**config.mk**
```make
export PLATFORM = sky130hd
export DESIGN_NAME = calc_core
export DESIGN_NICKNAME = d
export VERILOG_FILES = /design/src/rtl/calc_core.sv
export SDC_FILE = /design/constraint.sdc
export NUM_CORES = 1
export LEC_CHECK = 0
export BUFFER_PORTS_ARGS = -buffer_cell sky130_fd_sc_hd__buf_2
export CAP_MARGIN = 20
export CORE_MARGIN = 1
export CORE_UTILIZATION = 49
export DETAILED_ROUTE_END_ITERATION = 12
export HOLD_SLACK_MARGIN = 0.08
export PLACE_DENSITY = 0.75
export REMOVE_ABC_BUFFERS = 1
export SKIP_LAST_GASP = 1
export SLEW_MARGIN = 5
export SYNTH_ARGS = -nofsm -noshare
export SYNTH_HDL_FRONTEND = slang
export SYNTH_SLANG_ARGS = --single-unit
```
**constraint.sdc**
```tcl
create_clock -name clk -period 3.7 [get_ports clk]
set_input_delay 0.37 -clock clk [delete_from_list [all_inputs] [get_ports clk]]
set_output_delay 0.37 -clock clk [all_outputs]
set_load 0.02 [all_outputs]
```
**src/rtl/calc_core.sv**
```systemverilog
// rtl/calc_core.sv - sign-magnitude calculator core: 1-cycle add/sub, W-cycle iterative multiply/divide
module calc_core #(
    parameter int W = 10
) (
    input  logic           clk,
    input  logic           rst_n,
    input  logic           start,
    input  logic [W-1:0]   num1,
    input  logic [W-1:0]   num2,
    input  logic           sig1,
    input  logic [1:0]     oper,
    output logic           busy,
    output logic           done,
    output logic [2*W-1:0] result,
    output logic           res_neg,
    output logic           err
);

    localparam logic [2:0] S_IDLE   = 3'd0;
    localparam logic [2:0] S_ADDSUB = 3'd1;
    localparam logic [2:0] S_MUL    = 3'd2;
    localparam logic [2:0] S_DIV    = 3'd3;
    localparam logic [2:0] S_FIN    = 3'd4;

    localparam logic [3:0] LAST_ITER = 4'(W - 1);

    logic [2:0]     state;
    logic [3:0]     cnt;
    logic           sig_r;
    logic [1:0]     op_r;
    logic [W-1:0]   n1_r;
    logic [W-1:0]   n2_r;
    logic [2*W-1:0] acc;
    logic [2*W-1:0] mcand;
    logic [W-1:0]   q;
    logic [W:0]     rem;

    // q doubles as the multiplier shift register and the dividend/quotient register
    logic [W:0]   rem_sh;
    logic [W+1:0] rem_diff;

    assign rem_sh   = {rem[W-1:0], q[W-1]};
    assign rem_diff = {1'b0, rem_sh} - {2'b00, n2_r};

    logic signed [W+1:0] a_s;
    logic signed [W+1:0] b_s;
    logic signed [W+1:0] as_sum;
    logic [W+1:0]        as_u;
    logic [W+1:0]        as_mag;

    assign a_s    = sig_r ? -$signed({2'b00, n1_r}) : $signed({2'b00, n1_r});
    assign b_s    = $signed({2'b00, n2_r});
    assign as_sum = op_r[0] ? (a_s - b_s) : (a_s + b_s);
    assign as_u   = as_sum;
    assign as_mag = as_sum[W+1] ? -as_u : as_u;

    assign busy = (state != S_IDLE);

    always_ff @(posedge clk or negedge rst_n) begin
        if (!rst_n) begin
            state   <= S_IDLE;
            cnt     <= '0;
            sig_r   <= 1'b0;
            op_r    <= '0;
            n1_r    <= '0;
            n2_r    <= '0;
            acc     <= '0;
            mcand   <= '0;
            q       <= '0;
            rem     <= '0;
            done    <= 1'b0;
            result  <= '0;
            res_neg <= 1'b0;
            err     <= 1'b0;
        end else begin
            done <= 1'b0;
            case (state)
                S_IDLE: begin
                    if (start) begin
                        sig_r <= sig1;
                        op_r  <= oper;
                        n1_r  <= num1;
                        n2_r  <= num2;
                        cnt   <= '0;
                        acc   <= '0;
                        rem   <= '0;
                        mcand <= {{W{1'b0}}, num1};
                        q     <= (oper == 2'd2) ? num2 : num1;
                        if (oper[1] == 1'b0)
                            state <= S_ADDSUB;
                        else if (oper == 2'd2)
                            state <= S_MUL;
                        else
                            state <= S_DIV;
                    end
                end
                S_ADDSUB: state <= S_FIN;
                S_MUL: begin
                    acc   <= acc + (q[0] ? mcand : '0);
                    mcand <= {mcand[2*W-2:0], 1'b0};
                    q     <= {1'b0, q[W-1:1]};
                    cnt   <= cnt + 4'd1;
                    if (cnt == LAST_ITER)
                        state <= S_FIN;
                end
                S_DIV: begin
                    // Restoring step: keep the subtraction only when it does not go negative
                    if (!rem_diff[W+1]) begin
                        rem <= rem_diff[W:0];
                        q   <= {q[W-2:0], 1'b1};
                    end else begin
                        rem <= rem_sh;
                        q   <= {q[W-2:0], 1'b0};
                    end
                    cnt <= cnt + 4'd1;
                    if (cnt == LAST_ITER)
                        state <= S_FIN;
                end
                S_FIN: begin
                    done  <= 1'b1;
                    state <= S_IDLE;
                    cnt   <= '0;
                    case (op_r)
                        2'd2: begin
                            result  <= acc;
                            res_neg <= sig_r && (acc != '0);
                            err     <= 1'b0;
                        end
                        2'd3: begin
                            if (n2_r == '0) begin
                                result  <= '0;
                                res_neg <= 1'b0;
                                err     <= 1'b1;
                            end else begin
                                result  <= {{W{1'b0}}, q};
                                res_neg <= sig_r && (q != '0);
                                err     <= 1'b0;
                            end
                        end
                        default: begin
                            result  <= {{(W-2){1'b0}}, as_mag};
                            res_neg <= as_sum[W+1];
                            err     <= 1'b0;
                        end
                    endcase
                end
                default: state <= S_IDLE;
            endcase
        end
    end

endmodule

```
# == After elaboration in Yosys (flattened, before gate mapping) ==
# Index checks and enable logic that the tools add are counted.
# Widths: inputs -> output; s select.
# word_totals
reg_bits,113
latch_bits,0
ramBits,0
rom_bits,0
output_inout_bits,24
wordCells,78
n_memories,0
# op_classes
n_addsub,7
n_mul,0
n_div,0
n_lt_le_gt_ge,0
eq_ne,10
n_shift,0
n_mux,29
bitwise,0
n_reduce_logical,18
# op_table
op,count
$pmux 20 s2,3
$mux 20,3
$mux 10,5
$mux 12,3
$pmux 10 s3,1
$add 20x20->20,1
$pmux 10 s2,1
$reduce_bool 20->1,1
$add 12x11->12,1
$neg 10->12,1
$neg 12->12,1
$pmux 4 s3,1
$reduce_and 2->1,6
$sub 11x10->12,1
$sub 12x11->12,1
$logic_not 10->1,1
$reduce_bool 10->1,1
$pmux 3 s3,1
$reduce_bool 3->1,3
$eq 2x2->1 const B,3
$eq 3x2->1 const B,2
$mux 1,6
$mux 3,2
$add 4x1->4 const B,1
other kinds (12),14

# == Depth between registers and ports, before layout ==
# Gate-level depths: netlist of the first run.
# depth
depth_word,7
depth_mapped,15
ltp_nobuf,14

# == Worst setup path after synthesis of the first run ==
# Ideal clock, no wire load.
# synth_path
path_type,register to register
from,register op_r[0]
to,register result[11]
setup_time_ns,0.082
arrival_time_ns,3.556
t_required_ns,3.618
slack_ns,0.062
stages_incl_launch_ff,14
path_buffers,2
cell_sequence,dfrtp_1 -> clkbuf_1 -> clkbuf_1 -> nor2_1 -> xnor2_1 -> ha_1 -> o21a_1 -> o31a_1 -> o2111ai_1 -> and3_1 -> o31ai_1 -> nand3_1 -> or4_1 -> a31oi_1
# synth_via
elab_chain_cells,4
elab_cells_between_ends,6
# synth_lines
item,line_no,source
from (decl),30,logic [1:0] op_r;
from (signal assigned),81,op_r <= oper;
$mux 12,53,assign as_sum = op_r[0] ? (a_s - b_s) : (a_s + b_s);
$neg 12->12,55,assign as_mag = as_sum[W+1] ? -as_u : as_u;
$mux 12,55,
$pmux 20 s2 *,123,case (op_r)
to (signal assigned),135,"result <= {{W{1'b0}}, q};"
to (signal assigned),141,"result <= {{(W-2){1'b0}}, as_mag};"
to (decl),14,"output logic [2*W-1:0] result,"
# Every way passes the cells marked *; elsewhere a longest branch is shown, timed or not.
# A chain may end at the register's enable or synchronous reset.

# == Final worst setup path of the first run ==
# layout_path
from,register n1_r[6]
to,register result[11]
# layout_via
elab_chain_cells,7
elab_cells_between_ends,8
# layout_lines
item,line_no,source
from (decl),31,logic [W-1:0] n1_r;
from (signal assigned),82,n1_r <= num1;
$neg 10->12,51,"assign a_s = sig_r ? -$signed({2'b00, n1_r}) : $signed({2'b00, n1_r});"
$mux 12 *,51,
$add 12x11->12 or $sub 12x11->12 (tied branches),53,
$mux 12 *,53,
$neg 12->12,55,
$mux 12 *,55,
$pmux 20 s2 *,123,
# Marks and branches as above.

==> results of run 1 <==
stage by stage:
step	utilization (%)	setup TNS [ns]	setup slack (ns)	hold slack, ns	instance area [sq um]
6_report	58.1	0	0.123	0.162	8830
5_1_grt	58.1	-0.119	-0.0762	0.175	8830
4_1_cts	57.4	0	0.0303	0.149	8730
3_5_place_dp	53.3	0	0.137	0.456	8110
3_3_place_gp	53.3	0	0.139	0.448	8110
2_1_floorplan	-	0	0.0982	0.0744	7480
area by class of cell:
| cell class | instances | area share [%] |
|---|---|---|
| multi-input cells | 720 | 51.9 |
| flip-flops and latches | 113 | 32.0 |
| clock buffers | 22 | 5.26 |
| repair buffers | 72 | 5.02 |
| well taps | 188 | 2.66 |
| clock inverters | 9 | 1.77 |
| inverters | 32 | 1.36 |
worst max path at each step:
stage	endpoint	slack [ns]	cells past startpoint
after floorplan	result[11]$_DFFE_PN0P_	0.1	12
after global placement	result[10]$_DFFE_PN0P_	0.14	13
after detailed placement	result[9]$_DFFE_PN0P_	0.14	13
after CTS	result[11]$_DFFE_PN0P_	0.03	12
after global routing	result[11]$_DFFE_PN0P_	-0.08	10
final	result[11]$_DFFE_PN0P_	0.12	10
worst max-delay path, stage by stage, from the launching register on:
cell and delay (ns):
dfrtp_1 0.43, or4_1 0.56, or2_4 0.27, o31a_2 0.35
ha_1 0.23, nor4_1 0.40, and3_1 0.30, or4_1 0.16
nand3_1 0.09, or4_1 0.53, a31oi_1 0.17
layer usage:
| metal | vias up | GRT usage, % | routed length [um] |
|---|---|---|---|
| met5 | - | 0 | 0 |
| met4 | 0 | 9.59 | 434 |
| met3 | 35 | 5.36 | 1200 |
| met2 | 238 | 40.4 | 9340 |
| met1 | 3252 | 35.2 | 9310 |
| li1 | 3343 | - | - |
layout by cell type, fill, tap and decap left out, types with 17 or more instances in the layout:
cell,instances
nand2_1,152
dfrtp_1,113
o21ai_0,76
nand3_1,53
nor2_1,48
buf_2,48
ha_1,46
a21oi_1,45
inv_1,32
xnor2_1,32
mux2i_1,24
and2_1,22
buf_4,22
xor2_1,17
clkbuf_16,17
sequential cells by signal, indices dropped and copies added, names as in the netlist, 2 cells and up:
name / flops
acc: 20
mcand: 20
result: 20
n1_r: 10
n2_r: 10
q: 10
rem: 10
cnt: 4
state: 3
op_r: 2
cell families after synthesis:
| kind of cell | synth area share, % |
|---|---|
| AOI/OAI and AO/OA | 19.5 |
| xor gates and xnor gates | 5.72 |
| adders and majority gates | 8.30 |
| buffers and inverters | 3.84 |
| DFF | 36.9 |
| muxes | 3.43 |
| and+or+nand+nor | 22.3 |
what timing repair did:
item | CTS | global route
resized for setup | 0 | 11
hold endpoints to repair | 0 | 40
setup buffers | 0 | 2
endpoints found under the setup margin | 0 | 10
hold buffers | 0 | 1
==> reports/metrics.cfg, run 1 <==
[setup_path]
crit_fanout=4
endpoint_kind=flip-flop
r2r-end=result[11]$_DFFE_PN0P_
regToRegSetupSlack_ns=0.12
worstSetupPathType=flip-flop to flip-flop
crit_arrival_ns=3.91
reg2reg_depth=10
startpoint_type=flip-flop
crit_start=n1_r[6]$_DFFE_PN0P_
cp_data_required_time_ns=4.04
r2r_start=n1_r[6]$_DFFE_PN0P_

[global_route]
grt.total_usage_pct=25.7
overflow=0
antenna_found_initial=0
grt_pass1_vias=6320
grt_max_degree=87
grt_pass1_wl_mm=32.3

[yosys]
synth_largest_area_cell=dfrtp_1
synth.top_cell.area_share_pct=36.9
synth.most_common_cell=nand2_1
synth_top_cells_by_count=nand2_1, dfrtp_1, o21ai_0
yosysWarnings=0
netlist-cell-type-count=62
synth_edf_count=0
ys_async_sr_fraction_pct=100
avgSynthCellArea_sq_um=8.40
yosysSeqAreaShare_pct=36.9
synth.area.top_cells=dfrtp_1, ha_1, nand2_1
ys_ff_latch=113
syn_inst=911
synth_flop_cell=dfrtp_1
syn_area_sq_mm=0.00765

[timing]
slew_viol_final=0
worstMarginPinSlew_ns=0.952
skew_ns=0.00982
fin_crit_ns=3.58
hold_viol=0
max_freq_mhz=280
setup_viol=0
timing.slew.headroom_pct=36.3
period_share_pct=96.7

[clock_tree]
root_buffer=clkbuf_16
clk_pin_slew_worst_paths_ns=0.05
cts_buffers=17
cts_tree=done
clock-sinks=113
clkLatencyLatePin_ns=0.42
clock_path_buffers=2
htree_levels=4

[floorplanning]
start_util_pct=50.4
core_area_sq_mm=0.0152
rows=45
dieArea_sq_mm=0.0161
die_w_um=127
io_pins=50
die_y_um=127

[placed_design]
io_buffers=49
dp_hpwl_mm=14.4
routabilityCongestion=0.900
place_inst=1121

[detailed_routing]
wire_per_inst_um=17.5
route.detailed.drc=0
dr.pass1.iters=6
final_antenna_net_count=0
vias_per_cell=5.94
first_iter_violations=632
vias=6868
drt_wl_total_mm=20.3

[layout]
stdcell_count=1156
drive_above_1_share_pct=12.6
diodes=0
seqCellArea_sq_mm=0.00283
nets=1031
area_delta_synth_final_pct=15.3
fillers=1344
multi_input_area_sq_mm=0.00458

[min_path]
min_path_cells=3
min_to=sig_r$_DFFE_PN0P_
min_from=sig1
hp-class=input pin to flip-flop

[outcome]
status=finished, final reports clean

[run]
max-cap-violations=0

Power of run 1 is not shown: default switching activity piles up to over one toggle a cycle in this logic, so the estimate is an artifact.
==> inputs of run 2 (changes only) <==
--- a/config.mk
+++ b/config.mk
@@ -8,10 +8,10 @@
 export BUFFER_PORTS_ARGS = -buffer_cell sky130_fd_sc_hd__buf_2
 export CAP_MARGIN = 20
 export CORE_MARGIN = 1
-export CORE_UTILIZATION = 49
+export CORE_UTILIZATION = 50
 export DETAILED_ROUTE_END_ITERATION = 12
 export HOLD_SLACK_MARGIN = 0.08
-export PLACE_DENSITY = 0.75
+export PLACE_DENSITY = 0.76
 export REMOVE_ABC_BUFFERS = 1
 export SKIP_LAST_GASP = 1
 export SLEW_MARGIN = 5
==> run 2 against run 1 <==
Compared with the run above:
- critical path depth up 2
- core utilization increased by 1.6 points
- non-clock buffer count fell by 1
- design area is 0.30% lower
- sequential share of layout area grew 0.096 points
- largest cell class unchanged
- global-route usage is 0.88 points higher
- register-to-register slack lost 0.06 ns
- clock skew decreased by 0.0024 ns
- clock-buffer cell count unchanged
- first-iteration DRC count fell by 1.3%
- highest routed layer unchanged
==> reports/metrics.cfg, run 2 (synthesis results as in run 1) <==
[floorplanning]
dieArea_sq_mm=0.0158
start_util_pct=51.9
die_w_um=126
io_pins=50
die_y_um=126
rows=44
core_area_sq_mm=0.0148

[run]
max-cap-violations=0

[min_path]
min_path_cells=3
hp-class=input pin to flip-flop
min_to=sig_r$_DFFE_PN0P_
min_from=sig1

[detailed_routing]
wire_per_inst_um=17.5
dr.pass1.iters=5
vias_per_cell=6.01
vias=6922
drt_wl_total_mm=20.2
first_iter_violations=624
route.detailed.drc=0
final_antenna_net_count=0

[placed_design]
dpl_cell_area_sq_mm=0.00812
routabilityCongestion=0.902
dp_hpwl_mm=14.5
io_buffers=49

[global_route]
antenna_found_initial=0
grt_pass1_vias=6452
grt_max_degree=69
overflow=0
grt.total_usage_pct=26.6
grt_pass1_wl_mm=33.0

[layout]
nets=1030
final_common_cell=nand2_1
area_delta_synth_final_pct=15.0
mostFrequentLayoutCells=nand2_1, dfrtp_1, o21ai_0
drive_above_1_share_pct=12.5
final_util_pct=59.7
diodes=0
finalInstanceArea_sq_mm=0.00880
largestRegisters=acc: 20 flops, mcand: 20 flops, result: 20 flops
fillers=1251

[timing]
fin_crit_ns=3.64
setup_viol=0
period_share_pct=98.4
worstMarginPinSlew_ns=1.05
slew_viol_final=0
hold_slack_ns=0.137
skew_ns=0.00737
rsz0062_at_grt=true
hold_viol=0
max_freq_mhz=275
timing.slew.headroom_pct=29.8
fin_tns_setup_ns=0

[setup_path]
cp_data_required_time_ns=4.04
r2r-end=result[11]$_DFFE_PN0P_
crit_chain=inv_1, ha_1, mux2_2, fa_1, nor2b_1, o2111ai_1, and3_1, nor3_1, o221ai_2, or3_1, or4_1, a31oi_1
regToRegSetupSlack_ns=0.06
crit_arrival_ns=3.99
cpPeakStageDelay_ns=0.50
critPathTopFamily=simple AND/OR/NAND/NOR gates
crit_fanout=4
r2r_start=n2_r[1]$_DFFE_PN0P_
reg2reg_depth=12
worstSetupPathType=flip-flop to flip-flop
startpoint_type=flip-flop
worst-path-buf-inv=1
critPathSlowestCell=or4_1
endpoint_kind=flip-flop

[clock_tree]
clkLatencyLatePin_ns=0.43
root_buffer=clkbuf_16
htree_levels=4
cts_buffers=17
clk_pin_slew_worst_paths_ns=0.06
cts_tree=done
clock-sinks=113
clock_path_buffers=2

[outcome]
status=finished, final reports clean

run 2: through the flow:
stage | setup slack, ns | instances
finish | 0.0583 | 1152
global route | -0.136 | 1152
CTS | 0.0179 | 1151
detailed placement | 0.115 | 1118
global placement | 0.210 | 1118
floorplan | 0.0982 | 865
run 2: worst max path at each step:
stage                              from                endpoint  slack, ns  cells after the start
global route        n2_r[1]$_DFFE_PN0P_  result[11]$_DFFE_PN0P_      -0.14                     12
global placement    n2_r[1]$_DFFE_PN0P_  result[11]$_DFFE_PN0P_       0.21                     12
CTS                 n1_r[2]$_DFFE_PN0P_  result[11]$_DFFE_PN0P_       0.02                     12
detailed placement  n2_r[2]$_DFFE_PN0P_  result[11]$_DFFE_PN0P_       0.11                     12
floorplan           n1_r[6]$_DFFE_PN0P_  result[11]$_DFFE_PN0P_        0.1                     12
finish              n2_r[1]$_DFFE_PN0P_  result[11]$_DFFE_PN0P_       0.06                     12
run 2: layout make-up:
cell class	count	area, sq um	area share, %
clock buffers	22	454	5.16
clock inverters	10	159	1.81
inverters	32	120	1.36
multi-input cells	720	4580	52.1
flip-flops and latches	113	2830	32.1
well taps	184	230	2.62
repair buffers	71	428	4.86
run 2: per-layer routing:
layer  wire (um)  global-route usage [%]
met1        9420                    36.7
met3        1110                    5.90
met4         562                    9.50
met2        9060                    41.3
met5           0                       0
run 2: worst min-delay path: cells and delay by family:
kind	cells	cell delay, ns
AND/OR/NAND/NOR	2	0.09
buffers and inverters	1	0.07
run 2: timing repair:
item,in CTS,in global routing
resized for setup,0,10
buffers inserted,0,1
hold buffers,1,0
setup endpoints to repair,0,9
hold endpoints to repair,45,0
Power of run 2 is left out for the same reason.
==> inputs of run 3 (changes only) <==
--- a/config.mk
+++ b/config.mk
@@ -5,13 +5,14 @@
 export SDC_FILE = /design/constraint.sdc
 export NUM_CORES = 1
 export LEC_CHECK = 0
+export ABC_AREA = 1
 export BUFFER_PORTS_ARGS = -buffer_cell sky130_fd_sc_hd__buf_2
 export CAP_MARGIN = 20
 export CORE_MARGIN = 1
 export CORE_UTILIZATION = 50
 export DETAILED_ROUTE_END_ITERATION = 12
 export HOLD_SLACK_MARGIN = 0.08
-export PLACE_DENSITY = 0.76
+export PLACE_DENSITY = 0.74
 export REMOVE_ABC_BUFFERS = 1
 export SKIP_LAST_GASP = 1
 export SLEW_MARGIN = 5
==> constraint.sdc (replaced) <==
create_clock -name clk -period 3.8 [get_ports clk]
set_input_delay 0.38 -clock clk [delete_from_list [all_inputs] [get_ports clk]]
set_output_delay 0.38 -clock clk [all_outputs]
set_load 0.02 [all_outputs]
==> run 3 against run 2 <==
Compared with the run above:
- first-iteration DRC count rose by 18%
- routed wire length increased by 1.8%
- global-route usage is 0.15 points lower
- synthesized area increased by 3.0%
- via count up 6.1%
- worst setup slack gained 0.74 ns
- fmax is 21% higher
- clock skew increased by 0.0037 ns
- cell count is 16% higher
- synthesized cell count up 18%
==> reports/metrics.cfg, run 3 <==
[run]
max-cap-violations=0

[clock_tree]
cts_buffers=17
cts_tree=done
postCtsResizedCells=0
post_cts_buffers=0
clkLatencyLatePin_ns=0.43
clk_pin_slew_worst_paths_ns=0.05
clock_path_buffers=2
htree_levels=4
clock-sinks=113
root_buffer=clkbuf_16

[floorplanning]
die_w_um=128
start_util_pct=51.5
die_y_um=128
rows=45
io_pins=50
dieArea_sq_mm=0.0163
core_area_sq_mm=0.0153

[detailed_routing]
wire_per_inst_um=15.3
vias=7345
first_iter_violations=734
vias_per_cell=5.49
drt_wl_total_mm=20.5
dr.pass1.iters=6
final_antenna_net_count=0
route.detailed.drc=0

[global_route]
overflow=0
grt_pass1_wl_mm=33.5
grt_max_degree=49
antenna_found_initial=0
grt_pass1_vias=6669
grt.total_usage_pct=26.5

[timing]
fin_crit_ns=3.00
period_share_pct=79.0
rsz0062_at_grt=false
max_freq_mhz=333
fin_tns_setup_ns=0
worstMarginPinSlew_ns=0.891
skew_ns=0.0111
hold_viol=0
timing.slew.headroom_pct=40.6
setup_ws_ns=0.797
setup_viol=0
slew_viol_final=0

[placed_design]
routabilityCongestion=0.932
io_buffers=49
dp_slack_ns=0.855
dp_hpwl_mm=15.5

[layout]
diodes=0
mostFrequentLayoutCells=nand2_1, inv_1, dfrtp_1
area_delta_synth_final_pct=13.6
drive_above_1_share_pct=13.4
final_common_cell=nand2_1
fillers=1456
nets=1190
final_util_pct=58.5
largestRegisters=acc: 20 flops, mcand: 20 flops, result: 20 flops

[yosys]
yosysWarnings=0
syn_area_sq_mm=0.00789
synth.top_cell.area_share_pct=35.9
netlist-cell-type-count=51
synth_largest_area_cell=dfrtp_1
synth.most_common_cell=nand2_1
avgSynthCellArea_sq_um=7.35
synth_flop_cell=dfrtp_1
synth.area.top_cells=dfrtp_1, nand2_1, ha_1
ys_ff_latch=113
synth_top_cells_by_count=nand2_1, inv_1, dfrtp_1
ys_async_sr_fraction_pct=100
yosysSeqAreaShare_pct=35.9
synth_edf_count=0
syn_inst=1073

[outcome]
status=finished, final reports clean

[setup_path]
worstSetupPathType=flip-flop to flip-flop
startpoint_type=flip-flop
crit_arrival_ns=3.30
crit_start=n2_r[0]$_DFFE_PN0P_
r2r_start=n2_r[0]$_DFFE_PN0P_
endpoint_kind=flip-flop
cp_data_required_time_ns=4.09
crit_fanout=8

[min_path]
hp-class=input pin to flip-flop
min_from=num2[9]

run 3: layout make-up:
type	count	area (sq um)	area share [%]
multi-input combinational	754	4250	47.4
clock buffer	20	457	5.10
sequential	113	2830	31.6
timing repair buffer	56	303	3.38
inverter	173	649	7.25
clock inverter	11	209	2.33
tap	211	264	2.95
run 3: cell families after synthesis:
kind of cell	after synthesis	share of synthesized area, %
AO/OA/AOI/OAI	249	18.1
XOR/XNOR	33	3.67
adder cells (fa/ha/maj)	49	8.06
buffers and inverters	206	10.3
flip-flops	113	35.9
AND/OR/NAND/NOR	423	24.0
run 3: stage by stage:
step                instance area (sq um)  hold WS (ns)  std cells
finish                               8960         0.181       1338
global route                         8960         0.176       1338
CTS                                  8960         0.176       1338
detailed placement                   8280         0.422       1306
global placement                     8280         0.421       1306
floorplan                            7720        0.0844       1040
run 3: repair_timing:
item | CTS | global route
hold buffers | 1 | 0
endpoints found under the hold margin | 45 | 0
setup endpoints to repair | 0 | 0
run 3: path summary, 6_finish.rpt:
kind	to	slack, ns	cells past startpoint
min reg2reg	result[13]$_DFFE_PN0P_	0.48	2
min	n2_r[9]$_DFFE_PN0P_	0.18	3
max in group asynchronous	n2_r[3]$_DFFE_PN0P_	2.40	3
max reg2reg	res_neg$_DFFE_PN0P_	0.80	17
min in group asynchronous	result[14]$_DFFE_PN0P_	0.51	2
max	res_neg$_DFFE_PN0P_	0.80	17
run 3: critical path, cell delays in order, from the launching register on:
cell	delay [ns]
dfrtp_1	0.41
inv_1	0.14
ha_1	0.18
nand2_1	0.09
o21ai_0	0.25
xor2_1	0.17
inv_1	0.05
ha_1	0.35
nand2_1	0.10
nand2_1	0.10
a21oi_2	0.19
nand2_4	0.09
a21oi_4	0.14
nand2_1	0.08
nand2_2	0.14
nor2_1	0.07
o21ai_0	0.25
nand2_1	0.08
run 3: routing by layer:
metal	up-vias	global-route usage, %	routed length (um)
met4	0	8.17	351
met1	3437	38.3	9990
met2	248	39.8	8900
met3	36	5.44	1280
li1	3624	-	-
met5	-	0	0
Power of run 3 is left out for the same reason.
